--- config.mk ---
export PLATFORM = sky130hd
export DESIGN_NAME = lfsr_grant_ctrl
export DESIGN_NICKNAME = d
export VERILOG_FILES = /design/src/rtl/lfsr_grant_ctrl.sv
export SDC_FILE = /design/constraint.sdc
export NUM_CORES = 1
export LEC_CHECK = 0
export ABC_AREA = 0
export CORE_UTILIZATION = 30
export CTS_BUF_LIST = sky130_fd_sc_hd__clkbuf_8
export DETAILED_ROUTE_END_ITERATION = 6
export PLACE_DENSITY = 0.63
export SYNTH_ARGS = -nofsm -noshare
export SYNTH_HDL_FRONTEND = slang
export SYNTH_SLANG_ARGS = --single-unit
--- constraint.sdc ---
create_clock -name clk -period 1.97 [get_ports clk]
set_input_delay 0.2955 -clock clk [delete_from_list [all_inputs] [get_ports clk]]
set_output_delay 0.2955 -clock clk [all_outputs]
set_load 0.02 [all_outputs]
--- src/rtl/lfsr_grant_ctrl.sv ---
// Round-robin scheduler sharing one Galois LFSR among four requesters.
// Each grant advances the LFSR a programmable number of steps and then
// delivers the resulting word to the granted requester.
module lfsr_grant_ctrl #(
  parameter int unsigned WIDTH = 8,
  parameter logic [WIDTH-1:0] TAPS = 8'hB8,
  parameter logic [WIDTH-1:0] SEED = 8'h01
) (
  input  logic             clk,
  input  logic             rst,
  input  logic [3:0]       req,
  input  logic [3:0]       steps,
  input  logic             seed_ld,
  input  logic [WIDTH-1:0] seed_in,
  output logic [3:0]       gnt,
  output logic             valid,
  output logic [WIDTH-1:0] data,
  output logic             busy
);

  typedef enum logic [1:0] {StIdle, StRun, StDone} state_e;

  state_e           state_q, state_d;
  logic [WIDTH-1:0] lfsr_q, lfsr_d;
  logic [WIDTH-1:0] data_q, data_d;
  logic [3:0]       cnt_q, cnt_d;
  logic [3:0]       gnt_q, gnt_d;
  logic [1:0]       last_q, last_d;
  logic             valid_q, valid_d;
  logic             busy_q, busy_d;

  logic [WIDTH-1:0] lfsr_next;
  logic [1:0]       win;
  logic             found;

  // Right-shift Galois step.
  assign lfsr_next = lfsr_q[0] ? ((lfsr_q >> 1) ^ TAPS) : (lfsr_q >> 1);

  // Round-robin search starting just after the last winner.
  always_comb begin
    win   = 2'd0;
    found = 1'b0;
    for (int i = 0; i < 4; i++) begin
      logic [1:0] idx;
      idx = last_q + 2'(i + 1);
      if (!found && req[idx]) begin
        found = 1'b1;
        win   = idx;
      end
    end
  end

  // Next-state and registered-output logic.
  always_comb begin
    state_d = state_q;
    lfsr_d  = lfsr_q;
    data_d  = data_q;
    cnt_d   = cnt_q;
    gnt_d   = gnt_q;
    last_d  = last_q;
    valid_d = 1'b0;
    busy_d  = busy_q;
    unique case (state_q)
      StIdle: begin
        if (seed_ld) begin
          // A zero seed would lock the LFSR, so fall back to SEED.
          lfsr_d = (seed_in == '0) ? SEED : seed_in;
        end else if (found) begin
          gnt_d   = 4'b0001 << win;
          cnt_d   = (steps == 4'd0) ? 4'd1 : steps;
          last_d  = win;
          busy_d  = 1'b1;
          state_d = StRun;
        end
      end
      StRun: begin
        lfsr_d = lfsr_next;
        cnt_d  = cnt_q - 4'd1;
        if (cnt_q == 4'd1) begin
          data_d  = lfsr_next;
          valid_d = 1'b1;
          state_d = StDone;
        end
      end
      StDone: begin
        gnt_d   = 4'b0000;
        busy_d  = 1'b0;
        state_d = StIdle;
      end
      default: state_d = StIdle;
    endcase
  end

  // State registers with asynchronous active-low reset.
  always_ff @(posedge clk or negedge rst) begin
    if (!rst) begin
      state_q <= StIdle;
      lfsr_q  <= SEED;
      data_q  <= '0;
      cnt_q   <= 4'd0;
      gnt_q   <= 4'b0000;
      last_q  <= 2'd3;
      valid_q <= 1'b0;
      busy_q  <= 1'b0;
    end else begin
      state_q <= state_d;
      lfsr_q  <= lfsr_d;
      data_q  <= data_d;
      cnt_q   <= cnt_d;
      gnt_q   <= gnt_d;
      last_q  <= last_d;
      valid_q <= valid_d;
      busy_q  <= busy_d;
    end
  end

  assign gnt   = gnt_q;
  assign valid = valid_q;
  assign data  = data_q;
  assign busy  = busy_q;

endmodule

Word level (Yosys, flattened, before mapping)
Index checks and enable logic that the tools add are counted.
{"block": "classes", "mux": 36, "bitwise_logic": 2, "add_sub_neg": 4, "reduce_logical": 17, "shift": 1, "magnitude_cmp": 4, "eq_ne": 7}
{"cell": "8-bit 2-to-1 mux", "n": 3}
{"cell": "4-bit 2-to-1 mux", "n": 5}
{"cell": "4-bit one-hot mux with 2 select lines", "n": 2}
{"cell": "8-bit one-hot mux with 2 select lines", "n": 1}
{"cell": "2-bit 2-to-1 mux", "n": 7}
{"cell": "2-bit by 3-bit < comparator with 1-bit output, second input constant", "n": 4}
{"cell": "1-bit 2-to-1 mux", "n": 12}
{"cell": "3-bit AND reduction", "n": 4}
{"cell": "1-bit binary-select mux with 2-bit select", "n": 4}
{"cell": "8-bit zero test", "n": 1}
{"cell": "2-bit != test, second input constant", "n": 4}
{"cell": "2-bit adder, second input constant", "n": 2}
{"cell": "4-bit by 1-bit == test with 1-bit output, second input constant", "n": 1}
{"cell": "4-bit zero test", "n": 1}
{"cell": "3-bit inverter with 4-bit output", "n": 1}
{"cell": "2-bit one-hot mux with 2 select lines", "n": 1}
{"cell": "2-bit AND reduction", "n": 2}
{"cell": "2-bit nonzero test", "n": 2}
{"cell": "1-bit by 2-bit << shifter with 4-bit output, first input constant", "n": 1}
{"cell": "4-bit by 1-bit subtractor with 4-bit output, second input constant", "n": 1}
{"cell": "1-bit logical AND", "n": 3}
{"cell": "1-bit zero test", "n": 3}
{"cell": "2-bit by 1-bit adder with 2-bit output, second input constant", "n": 1}
{"cell": "2-bit by 1-bit == test with 1-bit output, second input constant", "n": 1}
{"cell": "4 further kinds", "n": 4}
{"block": "word_totals", "inputBits": 19, "ff_bits": 30, "output_inout_bits": 14, "wordCells": 79}

Longest topological paths before layout
{"block": "depth", "ltp_word": 17, "mapped_depth": 7, "mapped_depth_nobuf": 6}

Worst setup path after synthesis
No wires, ideal clock.
{"block": "synth_path", "kind": "register -> register", "from": "reg state_q[1]", "to": "reg data_q[7] (netlist: data[7])", "required_ps": 1842, "setup_ps": 128, "slack_ps": 457, "n_path_buf": 1, "path_stages_with_launch": 5, "period_less_slack_ps": 1513, "arrival_ps": 1386, "cell_sequence": "dfrtp_1 -> nand2b_1 -> nor3_2 -> buf_4 -> mux2_1"}
{"block": "synth_between", "elab_chain_len": 2}
{"item": "start, declared", "line": "23", "source": "state_e state_q, state_d;"}
{"item": "start signal, assigned", "line": "97", "source": "state_q <= StIdle;"}
{"item": "start signal, assigned", "line": "106", "source": "state_q <= state_d;"}
{"item": "2-bit by 1-bit == test with 1-bit output", "line": "63", "source": "unique case (state_q)"}
{"item": "2-bit AND reduction (no line)"}
{"item": "end signal, assigned", "line": "108", "source": "data_q <= data_d;"}
{"item": "end, declared", "line": "25", "source": "logic [WIDTH-1:0] data_q, data_d;"}
Every way passes these cells.
A chain may end at the register's enable or synchronous reset.

Worst setup path after layout
{"block": "layout_path", "from": "reg state_q[0]", "to": "reg data_q[1] (netlist: data[1])"}
The elaborated chain is that of the path after synthesis.

==> impl_metrics.ini <==
[status]
outcome = finished, final reports clean

[synthesis]
async_flop_share = 1.00
yosysSeqAreaShare = 0.494
synth_top_area_share = 0.442
synth-main-ff-cell = dfrtp_1
synth_area_sq_mm = 0.00153
ys_ff_latch = 30
synth_enable_flop_cells = 0
syn_area_per_cell_sq_um = 10.6
synth_area_leader_cell = dfrtp_1
yosys-top-cells-area = dfrtp_1 44%, dfstp_2 5.2%, mux2i_1 3.9%, nor2_1 2.7%, o21ai_1 2.6%
synth.distinct_cells = 46
syn-num-nets = 165
synthCells = 144
yosysWarningCount = 0

[global_route]
grt_pass1_vias = 1163
grt_max_degree = 31
grt_overflow = 0
grt_usage = 0.139
antenna_found_initial = 0
grt_first_pass_wirelength_mm = 5.46

[worst_setup_path]
critPathLaunchType = flip-flop
path_max_fanout = 15
reg2reg_to = data[1]
critical_path_class = flip-flop to flip-flop
crit_end = data[1]
cp_top_family = flip-flops
cp.buffers_inverters = 1
ff2ff_setup_slack_ns = 0.29
worst-path-stages = 4
r2r_start = state_q[0]
worstPathArrival_ns = 1.85
critPathRequiredTime_ns = 2.14
cp_cell_sequence = nand2b_1 -> nor3_2 -> buf_4 -> mux2_2
reg2reg_depth = 4
cp_slowest_cell = dfrtp_1
worst_path_largest_cell_delay_ns = 0.63
end_kind = flip-flop
startpoint = state_q[0]

[die]
coreArea_sq_mm = 0.00482
die_y_microns = 73.4
dieArea_sq_mm = 0.00538
start_util = 0.317
dieWidth_microns = 73.4
io_pins = 33
rows = 25

[min_path]
hp-class = primary input to async pin

[finish]
finalNetCount = 206
syn_to_final_growth_pct = 35.0
drive_gt1_frac = 0.145
diodes = 0
final_util = 0.428

[cts]
post-cts-setup-buffers = 0
cts_tree = built
path_clk_slew_ns = 0.07
cts_hold_buf = 0
root_buffer = clkbuf_8
htreeDepth = 2
cts_resized = 0
cts-buffers-inserted = 5
clock_latency_ns = 0.29
ctsLongestPathBuffers = 2
clock-sinks = 30

[timing]
final-setup-viol-count = 0
hold_viol = 0
period_share = 0.855
finalClockSkew_ns = 0.00670
tightest_slew_ns = 0.467
rsz0062_at_grt = false
slew_violations = 0
hold_ws_ns = 0.399
finalCriticalPeriod_ns = 1.68
max_freq_mhz = 594
fin_setup_tns_ns = 0
slew_headroom = 0.686

[job]
max-cap-violations = 0

[detailed_routing]
drtIter0Drc = 66
ant_nets = 0
wl_per_cell_microns = 12.9
wirelength_mm = 3.26
viasPerCell = 4.74
via_count = 1198
dr.pass1.iters = 4
drc = 0

[pwr]
p_leak_nw = 0.846
seqPwrFrac = 0.383
total_power_mw = 2.98
swShare = 0.354
power_frac_comb = 0.411
intPower_mw = 1.92
p_per_area_mw_per_mm2 = 1440
p_clk_frac = 0.206
ir_worst_vdd_mv = 0.496
p_sw_mw = 1.05

[placed_design]
io_buffer_count = 32
gp_congestion = 0.781
dpl.hpwl_mm = 2.37
## flip-flops by register name, summed over array words and instances, names as in the netlist
name	count
valid	1
cnt_q	4
busy	1
lfsr_q	8
state_q	2
last_q	2
data	8
gnt	4
## synth_stat cells (2+ instances only)
cell type	number
nand2b_1	4
mux2_2	2
nor2b_1	3
nor3_1	3
buf_4	2
nor2_1	11
mux2_1	3
o21ai_1	8
o221ai_1	2
ha_1	2
inv_1	5
nand2_1	10
a22oi_1	4
clkbuf_1	2
a21oi_1	7
mux2i_1	6
xnor2_1	3
dfstp_2	3
o21ai_0	5
o211ai_1	2
dfrtp_1	27
o22a_1	2
nor4_1	3
a221o_1	3
## per-stage QoR
stage | cell area [sq um] | setup WS, ns | instances
after floorplan | 1530 | 0.457 | 144
after global placement | 1950 | 0.0936 | 245
after detailed placement | 1950 | 0.0445 | 245
after CTS | 2060 | 0.270 | 253
after global routing | 2060 | 0.137 | 253
final | 2060 | 0.286 | 253
## layer usage
metal / up-vias / share of wire / track usage
met5: - / 0 / 0
met1: 555 / 0.47 / 0.183
met4: 0 / 0.027 / 0.0919
li1: 617 / - / -
met2: 18 / 0.48 / 0.207
met3: 8 / 0.028 / 0.0288
## power groups by stage
stage / Combinational, mW / Sequential (mW) / Clock, mW
CTS: 1.24 / 1.15 / 0.634
detailed placement: 1.23 / 1.15 / 0
floorplan: 0.703 / 1.22 / 0
global placement: 1.21 / 1.15 / 0
finish: 1.22 / 1.14 / 0.612
global route: 1.36 / 1.20 / 0.664
## worst min path at each step
stage,end,slack [ns],startpoint
2_1_floorplan,busy,-0.00009,rst
3_3_place_gp,data[7],0.47,data[7]
3_5_place_dp,data[6],0.47,data[6]
4_1_cts,data[5],0.41,rst
5_1_grt,busy,0.44,rst
6_report,data[4],0.40,rst
## cells in the final DEF, fill, tap and decap left out, types with 2 or more instances in the layout
cell type,count
clkdlybuf4s50_1,32
dfrtp_1,27
nor2_1,11
nand2_1,10
buf_4,9
o21ai_1,8
a21oi_1,7
mux2i_1,6
inv_1,5
o21ai_0,5
clkbuf_8,5
nand2b_1,4
a22oi_1,4
nor2b_1,3
xnor2_1,3
a221o_1,3
nor4_1,3
nor3_1,3
mux2_1,3
dfstp_2,3
o22a_1,2
o221ai_1,2
o211ai_1,2
mux2_2,2
ha_1,2
clkinv_2,2
## final cells by class
class                           instances  area [sq um]
Inverter                                5          18.8
Multi-Input combinational cell        102           708
Clock inverter                          3          40.0
Timing Repair Buffer                   41           388
Fill cell                             487          2760
Sequential cell                        30           754
Clock buffer                            5          68.8
Tap cell                               67          83.8
## logic make-up (layout without fill, tap and decap cells)
| group | count (synthesis) | count (layout) | synth area share |
|---|---|---|---|
| simple gates | 45 | 45 | 0.170 |
| compound gates | 41 | 41 | 0.184 |
| flops | 30 | 30 | 0.494 |
| buf+inv | 12 | 54 | 0.0426 |
| mux | 11 | 11 | 0.0762 |
| xor+xnor | 3 | 3 | 0.0172 |
| fa+ha+maj | 2 | 2 | 0.0164 |
Note: power is estimated with default switching activity, not from simulation.
